[config.mk]
export PLATFORM = sky130hd
export DESIGN_NAME = uart_rx_flat
export DESIGN_NICKNAME = d
export VERILOG_FILES = /design/src/rtl/uart_rx_if.sv /design/src/rtl/uart_rx.sv /design/src/flat_wrapper.sv
export SDC_FILE = /design/constraint.sdc
export NUM_CORES = 1
export LEC_CHECK = 0
export ABC_AREA = 0
export CAP_MARGIN = 15
export CORE_AREA = 5 5 73 75
export CTS_BUF_LIST = sky130_fd_sc_hd__clkbuf_4
export DETAILED_ROUTE_END_ITERATION = 16
export DIE_AREA = 0 0 78 80
export PLACE_DENSITY = 0.5
export RECOVER_POWER = 25
export SLEW_MARGIN = 20
export SYNTH_ARGS = -nofsm -noshare
export SYNTH_HDL_FRONTEND = slang
export SYNTH_SLANG_ARGS = --single-unit
[constraint.sdc]
create_clock -name clk -period 1.8 [get_ports clk]
set_input_delay 0.36 -clock clk [delete_from_list [all_inputs] [get_ports clk]]
set_output_delay 0.36 -clock clk [all_outputs]
set_load 0.02 [all_outputs]
[src/rtl/uart_rx_if.sv]
// rtl/uart_rx_if.sv - received-word handshake between uart_rx and its consumer
interface uart_rx_if #(
   parameter int DATA_BITS = 8
);
   logic [DATA_BITS-1:0] data;
   logic                 valid;
   logic                 ready;
   logic                 frame_err;
   logic                 parity_err;
   logic                 overrun;

   modport master (output data, valid, frame_err, parity_err, overrun, input ready);
   modport slave  (input data, valid, frame_err, parity_err, overrun, output ready);
endinterface

[src/rtl/uart_rx.sv]
// rtl/uart_rx.sv - oversampled UART receiver with valid/ready word output
// Optional even-parity bit enabled by defining UART_RX_PARITY_EN.
module uart_rx #(
   parameter int DATA_BITS  = 8,
   parameter int OVERSAMPLE = 16
) (
   input  logic      clk,
   input  logic      rst_n,
   input  logic      tick,
   input  logic      rx,
   uart_rx_if.master out
);
   localparam int CW = $clog2(OVERSAMPLE);
   localparam int IW = $clog2(DATA_BITS + 1);
   localparam logic [CW-1:0] CNT_HALF = CW'(OVERSAMPLE / 2 - 1);
   localparam logic [CW-1:0] CNT_LAST = CW'(OVERSAMPLE - 1);
   localparam logic [IW-1:0] IDX_LAST = IW'(DATA_BITS - 1);

`ifdef UART_RX_PARITY_EN
   typedef enum logic [2:0] {IDLE, START, DATA, PARITY, STOP} state_t;
`else
   typedef enum logic [1:0] {IDLE, START, DATA, STOP} state_t;
`endif

   state_t               state_q, state_d;
   logic                 rx_meta, rx_s;
   logic [CW-1:0]        cnt_q, cnt_d;
   logic [IW-1:0]        idx_q, idx_d;
   logic [DATA_BITS-1:0] shift_q, shift_d;
   logic [DATA_BITS-1:0] data_q, data_d;
   logic                 valid_q, valid_d;
   logic                 ferr_q, ferr_d;
   logic                 ovr_q, ovr_d;
   logic                 deliver;
`ifdef UART_RX_PARITY_EN
   logic                 par_q, par_d;
   logic                 perr_q, perr_d;
`endif

   always_ff @(posedge clk) begin
      if (!rst_n) begin
         rx_meta <= 1'b1;
         rx_s    <= 1'b1;
         state_q <= IDLE;
         cnt_q   <= '0;
         idx_q   <= '0;
         shift_q <= '0;
         data_q  <= '0;
         valid_q <= 1'b0;
         ferr_q  <= 1'b0;
         ovr_q   <= 1'b0;
`ifdef UART_RX_PARITY_EN
         par_q   <= 1'b0;
         perr_q  <= 1'b0;
`endif
      end else begin
         rx_meta <= rx;
         rx_s    <= rx_meta;
         state_q <= state_d;
         cnt_q   <= cnt_d;
         idx_q   <= idx_d;
         shift_q <= shift_d;
         data_q  <= data_d;
         valid_q <= valid_d;
         ferr_q  <= ferr_d;
         ovr_q   <= ovr_d;
`ifdef UART_RX_PARITY_EN
         par_q   <= par_d;
         perr_q  <= perr_d;
`endif
      end
   end

   always_comb begin
      state_d = state_q;
      cnt_d   = cnt_q;
      idx_d   = idx_q;
      shift_d = shift_q;
      deliver = 1'b0;
`ifdef UART_RX_PARITY_EN
      par_d   = par_q;
`endif
      case (state_q)
         // Falling edge wins over a coincident tick: that tick is not counted.
         IDLE: begin
            if (!rx_s) begin
               state_d = START;
               cnt_d   = '0;
            end
         end
         START: begin
            if (tick) begin
               if (cnt_q == CNT_HALF) begin
                  cnt_d   = '0;
                  idx_d   = '0;
                  state_d = rx_s ? IDLE : DATA;
               end else begin
                  cnt_d = cnt_q + CW'(1);
               end
            end
         end
         DATA: begin
            if (tick) begin
               if (cnt_q == CNT_LAST) begin
                  shift_d = {rx_s, shift_q[DATA_BITS-1:1]};
                  cnt_d   = '0;
                  idx_d   = idx_q + IW'(1);
                  if (idx_q == IDX_LAST) begin
`ifdef UART_RX_PARITY_EN
                     state_d = PARITY;
`else
                     state_d = STOP;
`endif
                  end
               end else begin
                  cnt_d = cnt_q + CW'(1);
               end
            end
         end
`ifdef UART_RX_PARITY_EN
         PARITY: begin
            if (tick) begin
               if (cnt_q == CNT_LAST) begin
                  par_d   = (^shift_q) ^ rx_s;
                  cnt_d   = '0;
                  state_d = STOP;
               end else begin
                  cnt_d = cnt_q + CW'(1);
               end
            end
         end
`endif
         // Leave at mid-stop so a back-to-back start edge is not missed.
         STOP: begin
            if (tick) begin
               if (cnt_q == CNT_LAST) begin
                  cnt_d   = '0;
                  deliver = 1'b1;
                  state_d = IDLE;
               end else begin
                  cnt_d = cnt_q + CW'(1);
               end
            end
         end
         default: state_d = IDLE;
      endcase

      data_d  = data_q;
      ferr_d  = ferr_q;
      valid_d = valid_q && !out.ready;
      ovr_d   = 1'b0;
`ifdef UART_RX_PARITY_EN
      perr_d  = perr_q;
`endif
      if (deliver) begin
         if (!valid_q || out.ready) begin
            data_d  = shift_q;
            ferr_d  = !rx_s;
            valid_d = 1'b1;
`ifdef UART_RX_PARITY_EN
            perr_d  = par_q;
`endif
         end else begin
            ovr_d = 1'b1;
         end
      end
   end

   assign out.data      = data_q;
   assign out.valid     = valid_q;
   assign out.frame_err = ferr_q;
   assign out.overrun   = ovr_q;
`ifdef UART_RX_PARITY_EN
   assign out.parity_err = perr_q;
`else
   assign out.parity_err = 1'b0;
`endif
endmodule

[src/flat_wrapper.sv]
// flat-port wrapper written by rule: the top's interface ports become plain ports
module uart_rx_flat 
#(
   parameter int DATA_BITS  = 8,
   parameter int OVERSAMPLE = 16
)
  (clk, rst_n, tick, rx, out_data, out_valid, out_frame_err, out_parity_err, out_overrun, out_ready);
  uart_rx_if #(.DATA_BITS(DATA_BITS)) out_i ();
  input  logic clk;
  input  logic rst_n;
  input  logic tick;
  input  logic rx;
  output wire logic [$bits(out_i.data)-1:0] out_data;
  output wire logic [$bits(out_i.valid)-1:0] out_valid;
  output wire logic [$bits(out_i.frame_err)-1:0] out_frame_err;
  output wire logic [$bits(out_i.parity_err)-1:0] out_parity_err;
  output wire logic [$bits(out_i.overrun)-1:0] out_overrun;
  input wire logic [$bits(out_i.ready)-1:0] out_ready;
  assign out_data = out_i.data;
  assign out_valid = out_i.valid;
  assign out_frame_err = out_i.frame_err;
  assign out_parity_err = out_i.parity_err;
  assign out_overrun = out_i.overrun;
  assign out_i.ready = out_ready;
  uart_rx #(.DATA_BITS(DATA_BITS), .OVERSAMPLE(OVERSAMPLE)) u_core (.clk(clk), .rst_n(rst_n), .tick(tick), .rx(rx), .out(out_i));
endmodule
Word-level counts from Yosys, hierarchy flattened
Index checks and enable logic that the tools add are counted.

Flip-flop bits (word level): 31. Output and inout bits: 12.

$add $sub $neg: 2. Eq/ne operators: 15. Multiplexer cells: 27. Reductions and logical operators: 14.

Operators with widths (number): $mux 4 (9); $mux 2 (9); $pmux 4 s3 (1); $ne 2x1->1 const B (5); $add 4x1->4 const B (2); $eq 4x3->1 const B (2); $ne 2x2->1 const B (4); $pmux 2 s4 (1); $pmux 4 s2 (1); $reduce_and 8->1 (1); $mux 1 (6); $reduce_and 3->1 (2); $reduce_and 5->1 (1); $eq 2x2->1 const B (2); $eq 4x4->1 const B (1); $reduce_and 2->1 (2); $logic_not 1->1 (3); $eq 2x1->1 const B (1); $logic_not 2->1 (1); $reduce_bool 2->1 (1); $reduce_or 2->1 (1); $logic_and 1x1->1 (1); $logic_or 1x1->1 (1).

Depth between registers and ports, before layout
Gate-level depths: netlist of run 1.

Depth after elaboration: 5. Gate-level depth with buffers: 6.

Least setup slack after synthesis of run 1
No wires, ideal clock.

Kind: register -> register. Start point: reg u_core.cnt_q[0]. End point: reg u_core.ferr_q (netlist: u_core.out.frame_err). Arrival time: 1.293 ns. Data required time: 1.678 ns. Slack: 0.385 ns. Cell stages (with the launch flop): 7. Buffers on the path: 1. Period minus slack after synthesis: 1.415 ns. Cell sequence: dfxtp_1 -> ha_1 -> and4_4 -> nand4_4 -> buf_2 -> nand3_1 -> o31ai_2.

Cells in the longest elaborated chain, start to end: 5.

Ends and longest elaborated chain: start: declaration (RTL line uart_rx.sv:27) `logic [CW-1:0] cnt_q, cnt_d;`; start signal: assignment (RTL line uart_rx.sv:60) `cnt_q <= cnt_d;`; $eq 4x4->1 (RTL line uart_rx.sv:136) `if (cnt_q == CNT_LAST) begin`; $mux 1 (RTL line uart_rx.sv:136); $mux 1 (RTL line uart_rx.sv:135) `if (tick) begin`; $mux 1 (RTL line uart_rx.sv:83) `case (state_q)`; $reduce_and 2->1 (no source line); end signal: assignment (RTL line uart_rx.sv:65) `ferr_q <= ferr_d;`; end: declaration (RTL line uart_rx.sv:32) `logic ferr_q, ferr_d;`.

No other way between the ends. A chain may end at the register's enable or synchronous reset.

Final worst setup path of run 1
Start point: reg u_core.data_q[0] (netlist: u_core.out.data[0]). End point: out out_data[0].

RTL lines: start: declaration (RTL line uart_rx.sv:30) `logic [DATA_BITS-1:0] data_q, data_d;`; start signal: assignment (RTL line uart_rx.sv:63) `data_q <= data_d;`; end: declaration (RTL line flat_wrapper.sv:13) `output wire logic [$bits(out_i.data)-1:0] out_data;`.

No word-level cell between the ends.

==> metrics.txt, run 1 <==
share of cells above drive strength 1=11.2%; fillcell total=463; post-synthesis register bit count=31; Initial Util=29.1%; Nets=184; reg2reg end=u_core.cnt_q[0]; r2r worst-path depth=4; CP cell instances=clkdlybuf4s50_1; Max clock buf depth=2; Post-synth EDFFs=0; status=completed; slowest stage delay, CP=0.61 ns; Pleak=0.000573 uW; Critical Path Sink Type=primary output; R2R Setup Slk=0.19 ns; die width=78 um; Area Growth Syn to Fin=22.1%; RePlAce Congestion=0.842; Synth Net Count=165; DRT iter0 DRCs=77; fin. max-slew vios=0; final setup fails=0; gr ovfl total=0; post-CTS setup buffers=0; Critical Path RT=1.44 ns; Post-Route Skew=0.00803 ns; post-cts sizing count=0; ys flop type=dfxtp_1; first-pass GRT wire length=4640 um; RSZ-0062 raised after global routing=false; All-Layer GR Usage=9.39%; commonest non-fill, non-tap cell in the layout=nand2_1; post-synth top area cell=dfxtp_1; total CTS buffers=5; share of the clock period used by the worst path=91.8%; commonest non-fill, non-tap cells in the layout=33 x nand2_1, 31 x dfxtp_1, 15 x a21oi_1, 15 x clkdlybuf4s50_1, 14 x nand3_1; wirelength, routed=2650 um; sequential fraction of the synthesis area=46.4%; routed vias/inst=4.83; TritonRoute pass-1 iters=4; io pins=17; Post-synth ARST share=0%; post-synth top area share=46.4%; max-cap viol count=0; Min-Delay Path Class=flop to flop; Bufs and invs on worst path=1; hpwl dp=1900 um; WL per Instance=11.4 um; Cells after Synth=158; CTS tree=built; Antenna diodes=0; Crit-path slowest cell=clkdlybuf4s50_1; Synth warnings=0; Data arrival, critical path=1.29 ns; largest net degree at the start of global routing=25; Setup CP Type=flop to primary output; Tmin final=1.65 ns; crit start category=flop; root buffer cell=clkbuf_4; Die ar.=0.00624 sq mm; FMAX=0.605 GHz; placed instance area=0.00157 sq mm; Post-Syn Area=0.00134 sq mm; vias in the first global route=1045; hold_buf cts=0; Synth area leaders=dfxtp_1 46%, nand2_1 9.3%, a21oi_1 5.6%; initial antenna violation count=0; utilization after layout=35.6%; post-route cell area=0.00164 sq mm; Residual DRC=0; H-tree levels=2; WHS Path Cells=1; Crit path max-delay family=buffers and inverters; hold endpoint=u_core.rx_s; clk_lat worst skew=0.33 ns; worst-path fanout max=2; CORE AREA=0.00460 sq mm; Max VDD drop=0.294 mV; post-detailed-route count of antenna-violating nets=0; Hold Vio Cnt, Final=0; worst setup path startpoint=u_core.out.data[0]; Die Y-Extent=80 um; HP Start=u_core.rx_meta; CTS Sinks=31; Port Buffers=15; synth unique cells=41; Avg Cell Area, Syn=8.47 sq um; Levels on crit path=1; Rows=25; CTS clk-pin slew, worst paths=0.10 ns; via count=1121; pwr dens=795 mW/mm^2
## per-stage QoR
step           total power [uW]  hold WS, ns  worst slack [ns]  setup TNS [ns]  cells
2_1_floorplan               763        0.386             0.385               0    158
3_3_place_gp                784        0.395            0.0104               0    224
3_5_place_dp                784        0.399           -0.0205         -0.0410    224
4_1_cts                    1330        0.425             0.118               0    232
5_1_grt                    1370        0.434            0.0743               0    232
6_report                   1300        0.417             0.148               0    232
## registers in the layout, indices dropped and copies added (netlist names), named ones only
| signal | count |
|---|---|
| u_core.out.frame_err | 1 |
| u_core.idx_q | 4 |
| u_core.state_q | 1 |
| u_core.out.data | 8 |
| u_core.cnt_q | 4 |
| u_core.rx_meta | 1 |
| u_core.rx_s | 1 |
| u_core.out.overrun | 1 |
| u_core.shift_q | 8 |
| u_core.out.valid | 1 |
## metal layers
metal	track usage (%)	share of wire [%]
met5	0	0
met4	5.07	1.9
met1	10.8	49
met2	14.6	44
met3	4.06	5.5
## cells in the mapped netlist, types with 2 or more instances
master / n
buf_1: 2
nor2b_1: 2
dfxtp_1: 31
nand4_1: 2
clkbuf_1: 2
a21oi_1: 15
nor3b_1: 2
nand2b_1: 4
inv_1: 2
mux2i_1: 2
ha_1: 2
buf_2: 3
o21ai_1: 11
nor2_1: 4
buf_4: 3
nand2_1: 33
nand3_1: 14
## kinds of logic (layout without fill, tap and decap cells)
family                     Yosys count  count (layout)  synth area share (%)
adders and majority gates            2               2                  1.87
AOI/OAI and AO/OA                   33              33                  14.1
other                                1               1                 0.280
buffers and inverters               13              33                  4.77
DFF                                 31              31                  46.4
and+or+nand+nor                     74              74                  29.4
muxes                                4               4                  3.18
## how the worst max path moves through the flow
stage,end,slack [ns]
6_report,out_data[0],0.15
5_1_grt,out_data[6],0.07
4_1_cts,out_data[0],0.12
3_5_place_dp,u_core.idx_q[2],-0.02
3_3_place_gp,u_core.out.frame_err,0.01
2_1_floorplan,u_core.out.frame_err,0.38
## layout make-up
type	count	area [sq um]	share of cell area, %
timing repair buffer	22	209	12.8
clock inverter	3	38.8	2.37
tap	54	67.6	4.13
clock buffer	5	37.5	2.30
sequential	31	621	37.9
multi-input combinational	114	651	39.8
inverter	3	11.3	0.689
## power breakdown
group | total [uW] | internal [uW] | leakage [uW] | switching, uW
registers | 701 | 692 | 0.000250 | 8.65
clock network | 533 | 286 | 0.0000426 | 247
logic | 66.7 | 29.3 | 0.000280 | 37.4
Power figures use the tool's default switching activity.
==> run 2: changes to the inputs <==
--- a/config.mk
+++ b/config.mk
@@ -6,7 +6,7 @@
 export NUM_CORES = 1
 export LEC_CHECK = 0
 export ABC_AREA = 0
-export CAP_MARGIN = 15
+export CAP_MARGIN = 5
 export CORE_AREA = 5 5 73 75
 export CTS_BUF_LIST = sky130_fd_sc_hd__clkbuf_4
 export DETAILED_ROUTE_END_ITERATION = 16
==> results of run 2 <==
Same layout as run 1: the final DEF is identical, and so are final timing and power.
==> variant 1: new RTL, settings of run 1 <==
Build with the macro `UART_RX_PARITY_EN` defined.
--- a/src/rtl/uart_rx.sv
+++ b/src/rtl/uart_rx.sv
@@ -1,5 +1,7 @@
 // rtl/uart_rx.sv - oversampled UART receiver with valid/ready word output
 // Optional even-parity bit enabled by defining UART_RX_PARITY_EN.
+`define UART_RX_PARITY_EN
+
 module uart_rx #(
    parameter int DATA_BITS  = 8,
    parameter int OVERSAMPLE = 16
Formal check against the unedited RTL: no difference found for any inputs over 10 cycles, from zero or initial values and one cycle with rst_n low; that may be too few to reach the edited logic, so the function may still have changed.
==> variant 1 against run 1 <==
  * First-iteration DRC count down 58%
  * Final area rose by 25%
  * Setup slack worse by 55 ps
  * Routed wire length rose by 21%
  * Area after synthesis up 25%
  * Clock skew grew 2.1 ps
  * Final cell count up 7.3%
  * Synthesized cell count rose by 1.9%
  * Sequential cell count increased by 3
  * Die area unchanged
  * Critical path depth increased by 6
  * Critical path type is now reg2reg
  * Highest routed layer unchanged
Power is not compared: it rests on default switching activity, and its combinational part moved more than twofold at a synthesized area within 25%.
==> variant 1: results (changes against run 1) <==
DPL.HPWL_MM=2.24  # +18%
SYNTH_AREA_LEADERS='sky130_fd_sc_hd__dfxtp_1 (41%), sky130_fd_sc_hd__mux2i_1 (12%), sky130_fd_sc_hd__nor2b_1 (7.5%)'
PLACE_CONGESTION=0.790  # -6.1%
N_FILL_CELL=451  # -2.6%
DESIGN.FINAL.NETS=201  # +9.2%
MET2ROUTEDLENGTH_MM=1.56  # +34%
GLOBAL_ROUTE.USAGE.MET3_PCT=3.61  # -0.45 points
REG2REG_SETUP_SLACK_PS=90  # -100 ps
GRT_PASS1_WL_MM=5.42  # +17%
WORST_SETUP_PATH_STARTPOINT='u_core.cnt_q[1]'
SYNTH_CELL_TYPE_COUNT=48  # +17%
GLOBAL_ROUTE.USAGE.TOTAL_PCT=10.8  # +1.4 points
SYNTH.YOSYS.SEQ_AREA_SHARE_PCT=40.7  # -5.6 points
MET1_LENGTH_MM=1.47  # +14%
GRT_START_MAX_NET_PINS=35  # +40%
PLACEDCELLCOUNT=241  # +7.6%
FMAX_GHz=0.586  # -3.2%
GRT_UTIL_MET1_PCT=12.5  # +1.6 points
WORST-ENDPOINT-ARRIVAL_PS=1960  # +670 ps
LEADING_CELL_TYPES_BY_COUNT_AFTER_SYNTHESIS='sky130_fd_sc_hd__dfxtp_1 (34), sky130_fd_sc_hd__mux2i_1 (20), sky130_fd_sc_hd__nor2b_1 (20)'
PRE_CTS_SETUP_SLACK_PS=-240  # -220 ps
WORST_SETUP_PATH_ENDPOINT='u_core.state_q[0]'
GRT_USE_MET2_PCT=17.9  # +3.3 points
PLACED_CELL_AREA_SQ_MM=0.00200  # +27%
ROUTED-VIA-COUNT=1254  # +12%
WORST_R2R_PATH_DEPTH=7  # +3
CLKSINKCOUNT=34  # +9.7%
OUTCOME='complete, no violations'
DRT-WIRELENGTH-PER-CELL_MICRONS=12.8  # +13%
TIMING.CLOCK.SKEW_PS=10.1  # +2.11 ps
FIRST_GLOBAL_VIAS=1249  # +20%
INSTANCES_NO_FILL=249  # +7.3%
FINAL_LAYOUT_SIZE_SUFFIX_GT1_SHARE_PCT=16.9  # +5.7 points
SYN-MEAN-INSTANCE-AREA_SQ_UM=10.4  # +22%
DRT_ITER0_DRC=32  # -58%
## variant 1: changes by cell type in the layout (fill, tap and decap cells not counted), sizes merged, moves of 6 or more
cell and change:
nand2 -28, mux2i +18, nor2b +18, a21oi -14, nand3 -9, a21boi +8
buf +8, o21ai -7, xnor2 +6
## variant 1: layout make-up
type / instances / area [sq um] / share of cell area, %
timing repair buffer: 33 / 287 / 14.0
clock buffer: 5 / 37.5 / 1.84
clock inverter: 3 / 11.3 / 0.552
tap: 54 / 67.6 / 3.31
inverter: 2 / 7.51 / 0.368
multi-input combinational: 118 / 946 / 46.4
sequential: 34 / 683 / 33.5
## variant 1: worst min-delay path by stage
stage	startpoint	to	cells past startpoint
after floorplan	u_core.rx_meta	u_core.rx_s	1
after detailed placement	u_core.rx_meta	u_core.rx_s	1
after global placement	u_core.rx_meta	u_core.rx_s	1
after CTS	u_core.rx_meta	u_core.rx_s	1
after global routing	u_core.rx_meta	u_core.rx_s	1
final	u_core.rx_meta	u_core.rx_s	1
## variant 1: logic make-up (layout without fill, tap and decap cells)
group                      Yosys count  in the layout  share of synthesized area, %
and+or+nand+nor                     60             60                          23.8
DFF                                 34             34                          40.7
AOI/OAI and AO/OA                   28             28                          13.8
muxes                               20             20                          12.0
buffers and inverters                9             43                          3.15
xor gates and xnor gates             8              8                          5.02
adders and majority gates            2              2                          1.50
## variant 1: through the flow
| step | hold slack (ps) | total power, mW | utilization [%] |
|---|---|---|---|
| after floorplan | 386 | 0.938 | - |
| after global placement | 396 | 1.01 | 43.5 |
| after detailed placement | 400 | 1.01 | 43.5 |
| after CTS | 425 | 1.40 | 44.6 |
| after global routing | 434 | 1.46 | 44.4 |
| final | 421 | 1.37 | 44.4 |
## variant 1: repair_timing
item / CTS / global route
setup endpoints to repair: 2 / 3
cloned: 0 / 0
gates resized for setup: 2 / 2
## variant 1: power groups by stage
| stage | clock network, mW | logic [mW] | registers, mW |
|---|---|---|---|
| global route | 0.443 | 0.217 | 0.795 |
| CTS | 0.404 | 0.207 | 0.791 |
| detailed placement | 0 | 0.206 | 0.807 |
| finish | 0.376 | 0.199 | 0.792 |
| global placement | 0 | 0.203 | 0.806 |
| floorplan | 0 | 0.145 | 0.793 |
## variant 1: worst max-delay path, stage by stage, from the launching register on
cell	delay [ps]
sky130_fd_sc_hd__dfxtp_1	430
sky130_fd_sc_hd__ha_4	200
sky130_fd_sc_hd__buf_4	110
sky130_fd_sc_hd__o2111ai_1	100
sky130_fd_sc_hd__nand2_1	180
sky130_fd_sc_hd__o221ai_2	160
sky130_fd_sc_hd__or3_1	330
sky130_fd_sc_hd__a21boi_1	120
==> variant 2: new RTL, config.mk and constraints of run 1 <==
Without the edit above. Reset style: asynchronous (`rst_n`), changed in one clocked block.
--- a/src/rtl/uart_rx.sv
+++ b/src/rtl/uart_rx.sv
@@ -37,7 +37,7 @@
    logic                 perr_q, perr_d;
 `endif
 
-   always_ff @(posedge clk) begin
+   always_ff @(posedge clk or negedge rst_n) begin
       if (!rst_n) begin
          rx_meta <= 1'b1;
          rx_s    <= 1'b1;
Behaviour: no difference found for any inputs over 10 cycles, from zero or initial values and one cycle with rst_n low; that may be too few to reach the edited logic, so the function may still have changed.
==> variant 2 against run 1 <==
  * Final area is 8.9% higher
  * Area after synthesis up 7.7%
  * Setup slack worse by 30 ps
  * Worst hold slack got worse by 57 ps
  * Routed wire length up 1.9%
  * Maximum frequency down 1.8%
  * Die area did not move
  * Final cell count decreased by 12%
  * Sequential cell count unchanged
Power is not compared: it rests on default switching activity, and its combinational part moved more than twofold at a synthesized area within 25%.
==> variant 2: results (changes against run 1) <==
PRE_CTS_SETUP_SLACK_PS=-171  # -151 ps
DRT_ITER0_DRC=29  # -62%
YOSYSMOSTFREQUENTCELL='sky130_fd_sc_hd__dfrtp_1'
SYNTHARSTFLOPSHARE_PCT=100  # +100 points
INSTANCES_NO_FILL=205  # -12%
POST-ROUTE-PERIOD-UTIL_PCT=93.5  # +1.7 points
MET2ROUTEDLENGTH_MM=1.26  # +8.2%
GLOBAL_ROUTE.USAGE.TOTAL_PCT=9.20  # -0.20 points
MULTI_INPUT_LOGIC_AREA_SQ_UM=618  # -5.0%
GLOBAL_ROUTE.USAGE.MET3_PCT=2.71  # -1.4 points
SYNTH_AREA_IN_COMPOUND_GATES_PCT=12.2  # -2.0 points
PATH_DELAY_FAMILY='flip-flops'
MET1_LENGTH_MM=1.29  # +0.31%
SYNTHCELLS=122  # -23%
GRT_PASS1_WL_MM=4.44  # -4.3%
FIRST_GLOBAL_VIAS=948  # -9.3%
SYNTH_CELL_TYPE_COUNT=39  # -4.9%
XOR_XNOR_PORTION_OF_THE_SYNTHESIZED_CELL_AREA_PCT=0.608  # +0.61 points
N_FILL_CELL=449  # -3.0%
FINAL_LAYOUT_SIZE_SUFFIX_GT1_SHARE_PCT=29.1  # +18 points
GRT_UTIL_MET1_PCT=12.3  # +1.5 points
SYNTH.YOSYS.SEQ_AREA_SHARE_PCT=54.0  # +7.6 points
TOTALWIRELENGTH_MM=2.70  # +1.9%
LEADING_CELL_TYPES_BY_COUNT_AFTER_SYNTHESIS='sky130_fd_sc_hd__dfrtp_1 (29), sky130_fd_sc_hd__mux2_2 (16), sky130_fd_sc_hd__o21ai_0 (8)'
GRT_START_MAX_NET_PINS=32  # +28%
CRITICAL_PATH_CLASS='reg2reg'
PLACED_CELL_AREA_SQ_MM=0.00171  # +9.2%
OUTCOME='complete, no violations'
WORST_R2R_PATH_DEPTH=6  # +2
CP-END-KIND='flop'
SYN_NETS=129  # -22%
variant 2: changes by cell type after synthesis, moves of 2 or more:
cell,change
sky130_fd_sc_hd__buf_1,-2
sky130_fd_sc_hd__dfxtp_1,-31
sky130_fd_sc_hd__o211ai_1,+3
sky130_fd_sc_hd__a21oi_1,-12
sky130_fd_sc_hd__nand3_1,-9
sky130_fd_sc_hd__dfstp_2,+2
sky130_fd_sc_hd__nand2b_1,-2
sky130_fd_sc_hd__dfrtp_1,+29
sky130_fd_sc_hd__mux2_2,+15
sky130_fd_sc_hd__o21ai_0,+7
sky130_fd_sc_hd__o21ai_1,-11
sky130_fd_sc_hd__inv_1,+3
sky130_fd_sc_hd__nand2_1,-28
sky130_fd_sc_hd__a221oi_1,+2
variant 2: layout make-up:
class	instances	area share, %
sequential	31	43.7
multi-input combinational	79	34.7
timing repair buffer	28	13.8
tap	54	3.79
clock buffer	6	2.53
inverter	5	1.05
clock inverter	2	0.422
variant 2: worst min-delay path by stage:
| stage | from | end | slack [ps] | cells after the start |
|---|---|---|---|---|
| finish | u_core.rx_meta | u_core.rx_s | 360 | 0 |
| global route | u_core.rx_meta | u_core.rx_s | 360 | 0 |
| CTS | u_core.rx_meta | u_core.rx_s | 360 | 0 |
| detailed placement | u_core.rx_meta | u_core.rx_s | 350 | 0 |
| global placement | u_core.rx_meta | u_core.rx_s | 350 | 0 |
| floorplan | rst_n | async pin | 60 | 0 |
variant 2: where the power goes:
part | switching [mW] | total, mW | leakage, nW | internal, mW
Clock | 0.222 | 0.381 | 0.0307 | 0.160
Combinational | 0.266 | 0.483 | 0.350 | 0.217
Sequential | 0.118 | 0.889 | 0.408 | 0.771
variant 2: repair_timing:
| item | CTS | global route |
|---|---|---|
| cloned | 0 | 0 |
| resized for setup | 1 | 2 |
| setup endpoints to repair | 7 | 8 |
